--- config.mk ---
export PLATFORM = sky130hd
export DESIGN_NAME = branch_resolve_flat
export DESIGN_NICKNAME = d
export VERILOG_FILES = /design/src/rtl/branch_resolve_if.sv /design/src/rtl/branch_resolve.sv /design/src/flat_wrapper.sv
export SDC_FILE = /design/constraint.sdc
export NUM_CORES = 1
export LEC_CHECK = 0
export ABC_AREA = 0
export CAP_MARGIN = 20
export CORE_ASPECT_RATIO = 0.8
export CORE_MARGIN = 3
export CORE_UTILIZATION = 35
export DETAILED_ROUTE_END_ITERATION = 10
export SLEW_MARGIN = 20
export SYNTH_ARGS = -nofsm -noshare
export SYNTH_HDL_FRONTEND = slang
export SYNTH_SLANG_ARGS = --single-unit
--- constraint.sdc ---
create_clock -name clk -period 4.6 [get_ports clk]
set_input_delay 1.38 -clock clk [delete_from_list [all_inputs] [get_ports clk]]
set_output_delay 1.38 -clock clk [all_outputs]
set_load 0.01 [all_outputs]
--- src/rtl/branch_resolve_if.sv ---
// ---------------------------------------------------------------------------
// branch_resolve_if
// Groups the decode-side handshake, operand/hazard inputs, next-stage
// handshake and fetch redirect of branch_resolve into one bundle.
//   slave  : the branch_resolve block (consumes decode/operands, drives results)
//   master : the surrounding pipeline (decode, hazard unit, next stage, fetch)
// Signals:
//   flush                     synchronous kill of the held instruction
//   in_valid/in_ready         decode handshake
//   in_op/in_pc/in_imm        decoded op (00 none, 01 BEQ, 10 BNE, 11 none), PC, word offset
//   rs_val/rt_val             forwarded operands, sampled live
//   rs_pend/rt_pend           operand not yet available
//   out_valid/out_ready       next-stage handshake
//   out_pc/out_taken/out_target  resolved instruction
//   redirect/redirect_pc      one-cycle fetch redirect
// ---------------------------------------------------------------------------
interface branch_resolve_if #(
    parameter int N   = 32,
    parameter int PCW = 32
);
    logic           flush;
    logic           in_valid;
    logic           in_ready;
    logic [1:0]     in_op;
    logic [PCW-1:0] in_pc;
    logic [15:0]    in_imm;
    logic [N-1:0]   rs_val;
    logic [N-1:0]   rt_val;
    logic           rs_pend;
    logic           rt_pend;
    logic           out_valid;
    logic           out_ready;
    logic [PCW-1:0] out_pc;
    logic           out_taken;
    logic [PCW-1:0] out_target;
    logic           redirect;
    logic [PCW-1:0] redirect_pc;

    modport master (
        output flush, in_valid, in_op, in_pc, in_imm,
        output rs_val, rt_val, rs_pend, rt_pend, out_ready,
        input  in_ready, out_valid, out_pc, out_taken, out_target,
        input  redirect, redirect_pc
    );

    modport slave (
        input  flush, in_valid, in_op, in_pc, in_imm,
        input  rs_val, rt_val, rs_pend, rt_pend, out_ready,
        output in_ready, out_valid, out_pc, out_taken, out_target,
        output redirect, redirect_pc
    );
endinterface

--- src/rtl/branch_resolve.sv ---
// ---------------------------------------------------------------------------
// branch_resolve
// Decode-stage BEQ/BNE resolution. A decoded instruction is captured; if it is
// a branch with an operand still pending, the block waits (re-sampling the
// live operands) until both are available. The outcome (taken, target) is
// registered and held for the next stage; a taken branch raises a one-cycle
// redirect to fetch on the first cycle the result is held.
// Ports:
//   clk    rising-edge clock
//   reset  asynchronous active-high reset
//   bus    branch_resolve_if.slave (decode, operands, next stage, redirect)
//   stat_taken / stat_not_taken  [31:0] resolved-branch counters, present only
//          when BRANCH_RESOLVE_STATS_EN is defined
// Configuration macro: BRANCH_RESOLVE_STATS_EN (undefined by default).
// Also contains equality_check, the operand comparator used for resolution.
// ---------------------------------------------------------------------------
module equality_check #(
    parameter int N = 32
) (
    input  logic [N-1:0] a,
    input  logic [N-1:0] b,
    output logic         eq,
    output logic         neq
);
    assign eq  = (a == b);
    assign neq = (a != b);
endmodule

module branch_resolve #(
    parameter int N   = 32,
    parameter int PCW = 32
) (
    input  logic clk,
    input  logic reset,
    branch_resolve_if.slave bus
`ifdef BRANCH_RESOLVE_STATS_EN
    ,
    output logic [31:0] stat_taken,
    output logic [31:0] stat_not_taken
`endif
);

    typedef enum logic [1:0] {
        IDLE = 2'd0,
        WAIT = 2'd1,
        HOLD = 2'd2
    } state_t;

    state_t state, state_nxt;

    logic                  in_ready;
    logic                  capture;
    logic                  resolve;
    logic                  use_held;
    logic                  ops_eq;
    logic                  ops_neq;
    logic                  operands_pend;

    // Captured instruction, used while waiting on operands
    logic [1:0]            op_p0;
    logic [PCW-1:0]        pc_p0;
    logic signed [15:0]    imm_p0;

    // Registered outcome
    logic [PCW-1:0]        out_pc_p1;
    logic                  taken_p1;
    logic [PCW-1:0]        target_p1;
    logic                  redirect_p1;

    logic [1:0]            op_sel;
    logic [PCW-1:0]        pc_sel;
    logic signed [15:0]    imm_sel;
    logic                  taken_sel;
    logic [PCW-1:0]        target_sel;

    function automatic logic is_branch(input logic [1:0] op);
        return (op == 2'b01) || (op == 2'b10);
    endfunction

    function automatic logic calc_taken(input logic [1:0] op, input logic eq, input logic neq);
        return ((op == 2'b01) && eq) || ((op == 2'b10) && neq);
    endfunction

    // pc + 4 + (sext(imm) << 2), wrapping modulo 2^PCW
    function automatic logic [PCW-1:0] calc_target(input logic [PCW-1:0] pc,
                                                   input logic signed [15:0] imm);
        logic signed [PCW+15:0] off;
        off = {{PCW{imm[15]}}, imm};
        off = off <<< 2;
        return pc + PCW'(32'd4) + off[PCW-1:0];
    endfunction

    equality_check #(.N(N)) u_eq (
        .a   (bus.rs_val),
        .b   (bus.rt_val),
        .eq  (ops_eq),
        .neq (ops_neq)
    );

    assign operands_pend = bus.rs_pend || bus.rt_pend;

    // Resolution uses the live decode fields on the accept edge, the captured
    // ones when leaving WAIT. Operands are always the live values.
    assign op_sel     = use_held ? op_p0  : bus.in_op;
    assign pc_sel     = use_held ? pc_p0  : bus.in_pc;
    assign imm_sel    = use_held ? imm_p0 : bus.in_imm;
    assign taken_sel  = calc_taken(op_sel, ops_eq, ops_neq);
    assign target_sel = calc_target(pc_sel, imm_sel);

    always_ff @(posedge clk or posedge reset) begin
        if (reset) begin
            state <= IDLE;
        end else begin
            state <= state_nxt;
        end
    end

    always_comb begin
        state_nxt = state;
        in_ready  = 1'b0;
        capture   = 1'b0;
        resolve   = 1'b0;
        use_held  = 1'b0;
        case (state)
            IDLE: begin
                in_ready = 1'b1;
                if (bus.in_valid) begin
                    capture = 1'b1;
                    if (is_branch(bus.in_op) && operands_pend) begin
                        state_nxt = WAIT;
                    end else begin
                        resolve   = 1'b1;
                        state_nxt = HOLD;
                    end
                end
            end
            WAIT: begin
                if (!operands_pend) begin
                    resolve   = 1'b1;
                    use_held  = 1'b1;
                    state_nxt = HOLD;
                end
            end
            HOLD: begin
                // Accepting while the result leaves gives one instruction per cycle
                in_ready = bus.out_ready;
                if (bus.out_ready) begin
                    if (bus.in_valid) begin
                        capture = 1'b1;
                        if (is_branch(bus.in_op) && operands_pend) begin
                            state_nxt = WAIT;
                        end else begin
                            resolve   = 1'b1;
                            state_nxt = HOLD;
                        end
                    end else begin
                        state_nxt = IDLE;
                    end
                end
            end
            default: state_nxt = IDLE;
        endcase
        // flush drops both the held instruction and any same-cycle input
        if (bus.flush) begin
            state_nxt = IDLE;
            capture   = 1'b0;
            resolve   = 1'b0;
        end
    end

    // Stage 0: capture decoded instruction
    always_ff @(posedge clk or posedge reset) begin
        if (reset) begin
            op_p0  <= 2'b00;
            pc_p0  <= '0;
            imm_p0 <= '0;
        end else if (capture) begin
            op_p0  <= bus.in_op;
            pc_p0  <= bus.in_pc;
            imm_p0 <= bus.in_imm;
        end
    end

    // Stage 1: registered outcome; redirect is a pulse set only by a resolve
    always_ff @(posedge clk or posedge reset) begin
        if (reset) begin
            out_pc_p1   <= '0;
            taken_p1    <= 1'b0;
            target_p1   <= '0;
            redirect_p1 <= 1'b0;
        end else begin
            if (resolve) begin
                out_pc_p1 <= pc_sel;
                taken_p1  <= taken_sel;
                target_p1 <= target_sel;
            end
            redirect_p1 <= resolve && taken_sel;
        end
    end

`ifdef BRANCH_RESOLVE_STATS_EN
    always_ff @(posedge clk or posedge reset) begin
        if (reset) begin
            stat_taken     <= '0;
            stat_not_taken <= '0;
        end else if (resolve && is_branch(op_sel)) begin
            if (taken_sel) begin
                stat_taken <= stat_taken + 32'd1;
            end else begin
                stat_not_taken <= stat_not_taken + 32'd1;
            end
        end
    end
`endif

    assign bus.in_ready    = in_ready;
    assign bus.out_valid   = (state == HOLD);
    assign bus.out_pc      = out_pc_p1;
    assign bus.out_taken   = taken_p1;
    assign bus.out_target  = target_p1;
    assign bus.redirect    = redirect_p1;
    assign bus.redirect_pc = target_p1;

endmodule
--- src/flat_wrapper.sv ---
// flat-port wrapper written by rule: the top's interface ports become plain ports
module branch_resolve_flat 
#(
    parameter int N   = 32,
    parameter int PCW = 32
)
  (clk, reset, bus_flush, bus_in_valid, bus_in_op, bus_in_pc, bus_in_imm, bus_rs_val, bus_rt_val, bus_rs_pend, bus_rt_pend, bus_out_ready, bus_in_ready, bus_out_valid, bus_out_pc, bus_out_taken, bus_out_target, bus_redirect, bus_redirect_pc);
  branch_resolve_if #(.N(N), .PCW(PCW)) bus_i ();
  input  logic clk;
  input  logic reset;
  input wire logic [$bits(bus_i.flush)-1:0] bus_flush;
  input wire logic [$bits(bus_i.in_valid)-1:0] bus_in_valid;
  input wire logic [$bits(bus_i.in_op)-1:0] bus_in_op;
  input wire logic [$bits(bus_i.in_pc)-1:0] bus_in_pc;
  input wire logic [$bits(bus_i.in_imm)-1:0] bus_in_imm;
  input wire logic [$bits(bus_i.rs_val)-1:0] bus_rs_val;
  input wire logic [$bits(bus_i.rt_val)-1:0] bus_rt_val;
  input wire logic [$bits(bus_i.rs_pend)-1:0] bus_rs_pend;
  input wire logic [$bits(bus_i.rt_pend)-1:0] bus_rt_pend;
  input wire logic [$bits(bus_i.out_ready)-1:0] bus_out_ready;
  output wire logic [$bits(bus_i.in_ready)-1:0] bus_in_ready;
  output wire logic [$bits(bus_i.out_valid)-1:0] bus_out_valid;
  output wire logic [$bits(bus_i.out_pc)-1:0] bus_out_pc;
  output wire logic [$bits(bus_i.out_taken)-1:0] bus_out_taken;
  output wire logic [$bits(bus_i.out_target)-1:0] bus_out_target;
  output wire logic [$bits(bus_i.redirect)-1:0] bus_redirect;
  output wire logic [$bits(bus_i.redirect_pc)-1:0] bus_redirect_pc;
  assign bus_i.flush = bus_flush;
  assign bus_i.in_valid = bus_in_valid;
  assign bus_i.in_op = bus_in_op;
  assign bus_i.in_pc = bus_in_pc;
  assign bus_i.in_imm = bus_in_imm;
  assign bus_i.rs_val = bus_rs_val;
  assign bus_i.rt_val = bus_rt_val;
  assign bus_i.rs_pend = bus_rs_pend;
  assign bus_i.rt_pend = bus_rt_pend;
  assign bus_i.out_ready = bus_out_ready;
  assign bus_in_ready = bus_i.in_ready;
  assign bus_out_valid = bus_i.out_valid;
  assign bus_out_pc = bus_i.out_pc;
  assign bus_out_taken = bus_i.out_taken;
  assign bus_out_target = bus_i.out_target;
  assign bus_redirect = bus_i.redirect;
  assign bus_redirect_pc = bus_i.redirect_pc;
  branch_resolve #(.N(N), .PCW(PCW)) u_core (.clk(clk), .reset(reset), .bus(bus_i));
endmodule
# Word-level counts from Yosys, hierarchy flattened
# Cells that the tools add are included.
[word_totals] reg_bits=118 wordCells=52 romBits=0 memories=0 ramBits=0 in_bits=121 latchBits=0
[op_classes] n_div=0 n_shift=0 mul=0 bitwise_logic=0 n_addsub=2 n_reduce_logical=9 order_cmp=0 mux=22 n_eq_ne=11
[ops] cell="$add A32 B3 Y32 const B" count=1
[ops] cell="$add A32 B32 Y32" count=1
[ops] cell="$eq A32 B32 Y1" count=1
[ops] cell="$mux W32" count=1
[ops] cell="$ne A32 B32 Y1" count=1
[ops] cell="$mux W16" count=1
[ops] cell="$mux W2" count=7
[ops] cell="$mux W1" count=9
[ops] cell="$ne A3 B3 Y1 const B" count=3
[ops] cell="$eq A2 B1 Y1 const B" count=3
[ops] cell="$eq A2 B2 Y1 const B" count=3
[ops] cell="$pmux W2 S3" count=1
[ops] cell="$logic_and A1 B1 Y1" count=4
[ops] cell="$pmux W1 S2" count=2
[ops] cell="$logic_or A1 B1 Y1" count=3
[ops] cell="$pmux W1 S3" count=1
[ops] cell="$reduce_and A3 Y1" count=1
[ops] cell="$logic_not A2 Y1" count=1

# Logic depth before layout (Yosys ltp)
[depth] word_depth=9 mapped_depth=15

# By module
# Synthesis repeated with hierarchy kept, for this count alone.
[hier_totals] cells_unflattened=755 area_unflattened_um2=7439.6
[modules_own_cells] mod="branch_resolve" area_per_inst_um2=7078.0 cells_each=711 instances=1
[modules_own_cells] mod="equality_check" area_per_inst_um2=361.6 cells_each=44 instances=1

# Worst setup path before layout
# No wires, ideal clock.
[synth_timing] kind="input -> register" startpoint="input port bus_rt_pend" endpoint="register u_core.target_p1[27] (netlist: u_core.bus.out_target[27])" t_required_ps=4470 stages=14 setup_slack_ps=-338 setup_time_ps=130 arrival_ps=4808 path_cell_list="nor4b_4 buf_2 buf_2 mux2_2 ha_1 ha_1 fa_1 a21o_1 a31oi_1 nor4_2 or4_1 nand2_1 xor2_1 o21ai_1"
[synth_between] elab_chain_cells=7 word_cells_on_any_way=13
[synth_lines] item="start, declared" line_no="flat_wrapper.sv:19" rtl="input wire logic [$bits(bus_i.rt_pend)-1:0] bus_rt_pend;"
[synth_lines] item="$logic_or A1 B1 Y1 *" line_no="branch_resolve.sv:100" rtl="assign operands_pend = bus.rs_pend || bus.rt_pend;"
[synth_lines] item="branches (longest 6 deep; another with $add A32 B3 Y32)"
[synth_lines] item="end signal, assigned" line_no="branch_resolve.sv:195" rtl="target_p1 <= target_sel;"
[synth_lines] item="end, declared" line_no="branch_resolve.sv:67" rtl="logic [PCW-1:0] target_p1;"
# Every way passes the cells marked *.
# A chain may end at the register's enable or synchronous reset.

# Worst setup path after layout
[layout_timing] startpoint="input port bus_rs_pend" endpoint="register u_core.target_p1[27] (netlist: u_core.bus.out_target[27])"
[layout_between] elab_chain_cells=7 word_cells_on_any_way=13
[layout_lines] item="start, declared" line_no="flat_wrapper.sv:18" rtl="input wire logic [$bits(bus_i.rs_pend)-1:0] bus_rs_pend;"
[layout_lines] item="$logic_or A1 B1 Y1 *" line_no="branch_resolve.sv:100"
[layout_lines] item="branches (longest 6 deep; another with $add A32 B3 Y32)"
# Marked as above.

==> results.ini <==
[critical_path]
crit-reg2reg-launch=u_core.state[1]
worst-setup-path-type=input port to register
critPathRequiredTime_ps=4880
arrival_ps=4760
startpoint=bus_rs_pend
crit_fanout=9
crit_path_end_kind=register
start_kind=input port

[timing]
maxSlewHeadroom_pct=40.55
maxSlewViolCount=0
skew_ps=12.30
hold_violations=0
clock.fmax_mhz=223.1
rsz0062_at_grt=yes
whs_ps=472.2
finalSetupViolations=0
period_needed_ps=4483
tightest_slew_ps=891.7
fin_crit_sh_pct=97.45
postLayoutSetupSlackWorst_ps=117.3

[cts]
htreeDepth=4
clkLatencyLatePin_ps=420
tritoncts=yes
clock_sinks=116
numCtsBuffers=17
hold_buffers=0
clkTransAtPathRegs_ps=60
clk_path_buf_depth=2
cts_root_buffer=clkbuf_16

[synthesis]
synth.area.top_cells=dfrtp_1, mux2_2, ha_1, nand2_1, xnor2_1
yosys_register_bits=116
synth.avg_cell_area_sq_um=10.00
synth.distinct_cells=53
syn-cell-area_sq_um=7383
synth_edf_count=0
synth-async-reset-ratio_pct=100.0
synth_nets=917
yosysTopAreaCellShare_pct=39.32
yosys.area.top_type=dfrtp_1
ys_warn_count=0
synth_cells=738
synthFlopType=dfrtp_1
ys_seq_area_share_pct=39.32

[cells_and_area]
fillers=1817
drive_above_1_share_pct=24.78
syn_to_final_growth_pct=51.38
antennaDiodeCount=0
nets=1191

[power_and_ir_drop]
vdd_drop_max_mv=0.2991
power_density_nw_per_um2=419.6
leakage_uw=0.004862

[flow_run]
cap_violations=0

[placement]
dp_slack_ps=-474.4
dpl.hpwl_mm=16.10
port_buffers=220
routabilityCongestion=0.8532

[routing]
via_count=6257
drt_pre_antenna_iters=4
wl_per_cell_um=16.37
dr.first_iter.drc_count=433
wirelength_mm=21.10
ant_nets=0
drc_errors=0
routed_via_density=4.854

[die]
die_w_um=168.4
io_pins=221
rows=46
start_util_pct=36.44
dieArea_sq_um=22890
die_h_um=135.9
core_sq_um=20260

[global_routing]
track_usage_pct=18.73
grt_max_degree=69
antenna_found_initial=2
grt_overflow=0
grt_pass1_vias=6442
grt_pass1_wl_mm=34.11

[status]
outcome=complete, no violations

[min_path]
worstHoldPathType=register to register
min-delay-start=u_core.bus.out_pc[8]

## cells by family after synthesis
family / count (synthesis) / share of synthesized area, %
fa+ha+maj: 58 / 9.930
compound gates: 127 / 10.57
xor+xnor: 58 / 6.880
buf+inv: 75 / 5.847
flops: 116 / 39.32
mux: 96 / 14.56
simple gates: 208 / 12.90
## critical path: stages
cell and delay [ps]:
dlygate4sd2_1 260, nor4b_4 270, buf_4 160, buf_12 140, mux2_2 350, ha_1 300
ha_2 210, fa_2 360, a21o_1 210, a31oi_4 200, nor4_4 90, or4_4 520
nand2_4 100, xor2_1 140, o21ai_1 60
## cells in the mapped netlist, types with 2 or more instances
cell / count
xnor2_1: 44
a21boi_0: 2
buf_1: 2
xor2_1: 14
a21o_1: 14
nand3_1: 6
nor2_1: 11
ha_1: 57
nor4_1: 4
nor3_1: 6
mux2_2: 91
clkbuf_1: 11
o21bai_1: 2
o221ai_1: 2
a21oi_2: 2
clkbuf_2: 2
nor2b_1: 5
buf_4: 34
o21ai_1: 8
o21a_1: 3
nand4_1: 21
nand2_1: 138
nand2b_1: 2
buf_2: 16
and3_1: 2
mux2i_1: 5
or3_1: 3
inv_1: 10
a211o_1: 4
dfrtp_1: 116
and4_1: 3
o21ai_0: 33
a31oi_1: 9
nor3b_1: 2
a21oi_1: 36
## where the power goes
part	switching, uW	leakage (uW)	internal [uW]
logic	796	0.00318	1080
registers	189	0.00141	1300
clock network	516	0.000271	814
## layout make-up
type	instances	area, sq um	area share (%)
clock buffer	18	439.2	3.929
clock inverter	14	153.9	1.377
inverter	10	40.04	0.3582
multi-input combinational	548	4268	38.18
sequential	116	2903	25.97
tap	264	330.3	2.955
timing repair buffer	319	3043	27.22
## layout by cell type (no fill, tap or decap), drive strengths merged, types with 4 or more instances in the layout
cell type      instances
nand4                 21
clkinvlp               6
nor4                   5
a21oi                 38
mux2                  92
a21o                  14
mux2i                  5
ha                    57
nor2                  11
xnor2                 44
nor2b                  5
o21ai                 41
a31oi                  9
inv                   12
buf                   98
clkbuf                18
clkdlybuf4s50        218
nand3                  6
clkinv                 4
dfrtp                116
nand2                138
a211o                  4
xor2                  14
nor3                   7
## state kept, by name, indices dropped and copies added (netlist names)
signal                 flops
u_core.pc_p0              32
u_core.bus.redirect        1
u_core.bus.out_pc         30
u_core.state               2
u_core.bus.out_target     32
u_core.op_p0               2
u_core.bus.out_taken       1
u_core.imm_p0             16
## layer usage
layer / share of wire [%] / wire, um / vias up / global-route usage [%]
li1: - / - / 3126 / -
met1: 51 / 10660 / 2965 / 27.57
met2: 43 / 9174 / 140 / 28.12
met3: 5.2 / 1089 / 22 / 4.157
met4: 0.76 / 160 / 4 / 4.362
met5: 0.10 / 21 / - / 0
## path summary, 6_finish.rpt
path                       cells after the start  slack (ps)                   endpoint
setup / recovery                              15         120  u_core.bus.out_target[27]
hold / removal                                 2         470       u_core.bus.out_pc[8]
setup reg to reg                              14         830  u_core.bus.out_target[27]
hold reg to reg                                2         470       u_core.bus.out_pc[8]
max in group asynchronous                      3        2340  u_core.bus.out_target[17]
min in group asynchronous                      2        1480           u_core.pc_p0[29]
## what timing repair did
item                                    CTS  global route
endpoints found under the setup margin    8             8
cloned                                    2             0
setup buffers                             4             3
resized for setup                         9            15
pin swaps                                 4             7
## metrics by stage
step,TNS [ps],total power [uW],instance area [sq um],std cells,util (%)
final,0,4690,11180,1289,55.17
after global placement,-7007,3317,10340,1248,51.05
after floorplan,0,2426,7436,738,-
after global routing,-14.42,4972,11180,1289,55.17
after detailed placement,-8014,3340,10340,1248,51.05
after CTS,0,4713,11060,1286,54.61
Power figures use the tool's default switching activity.
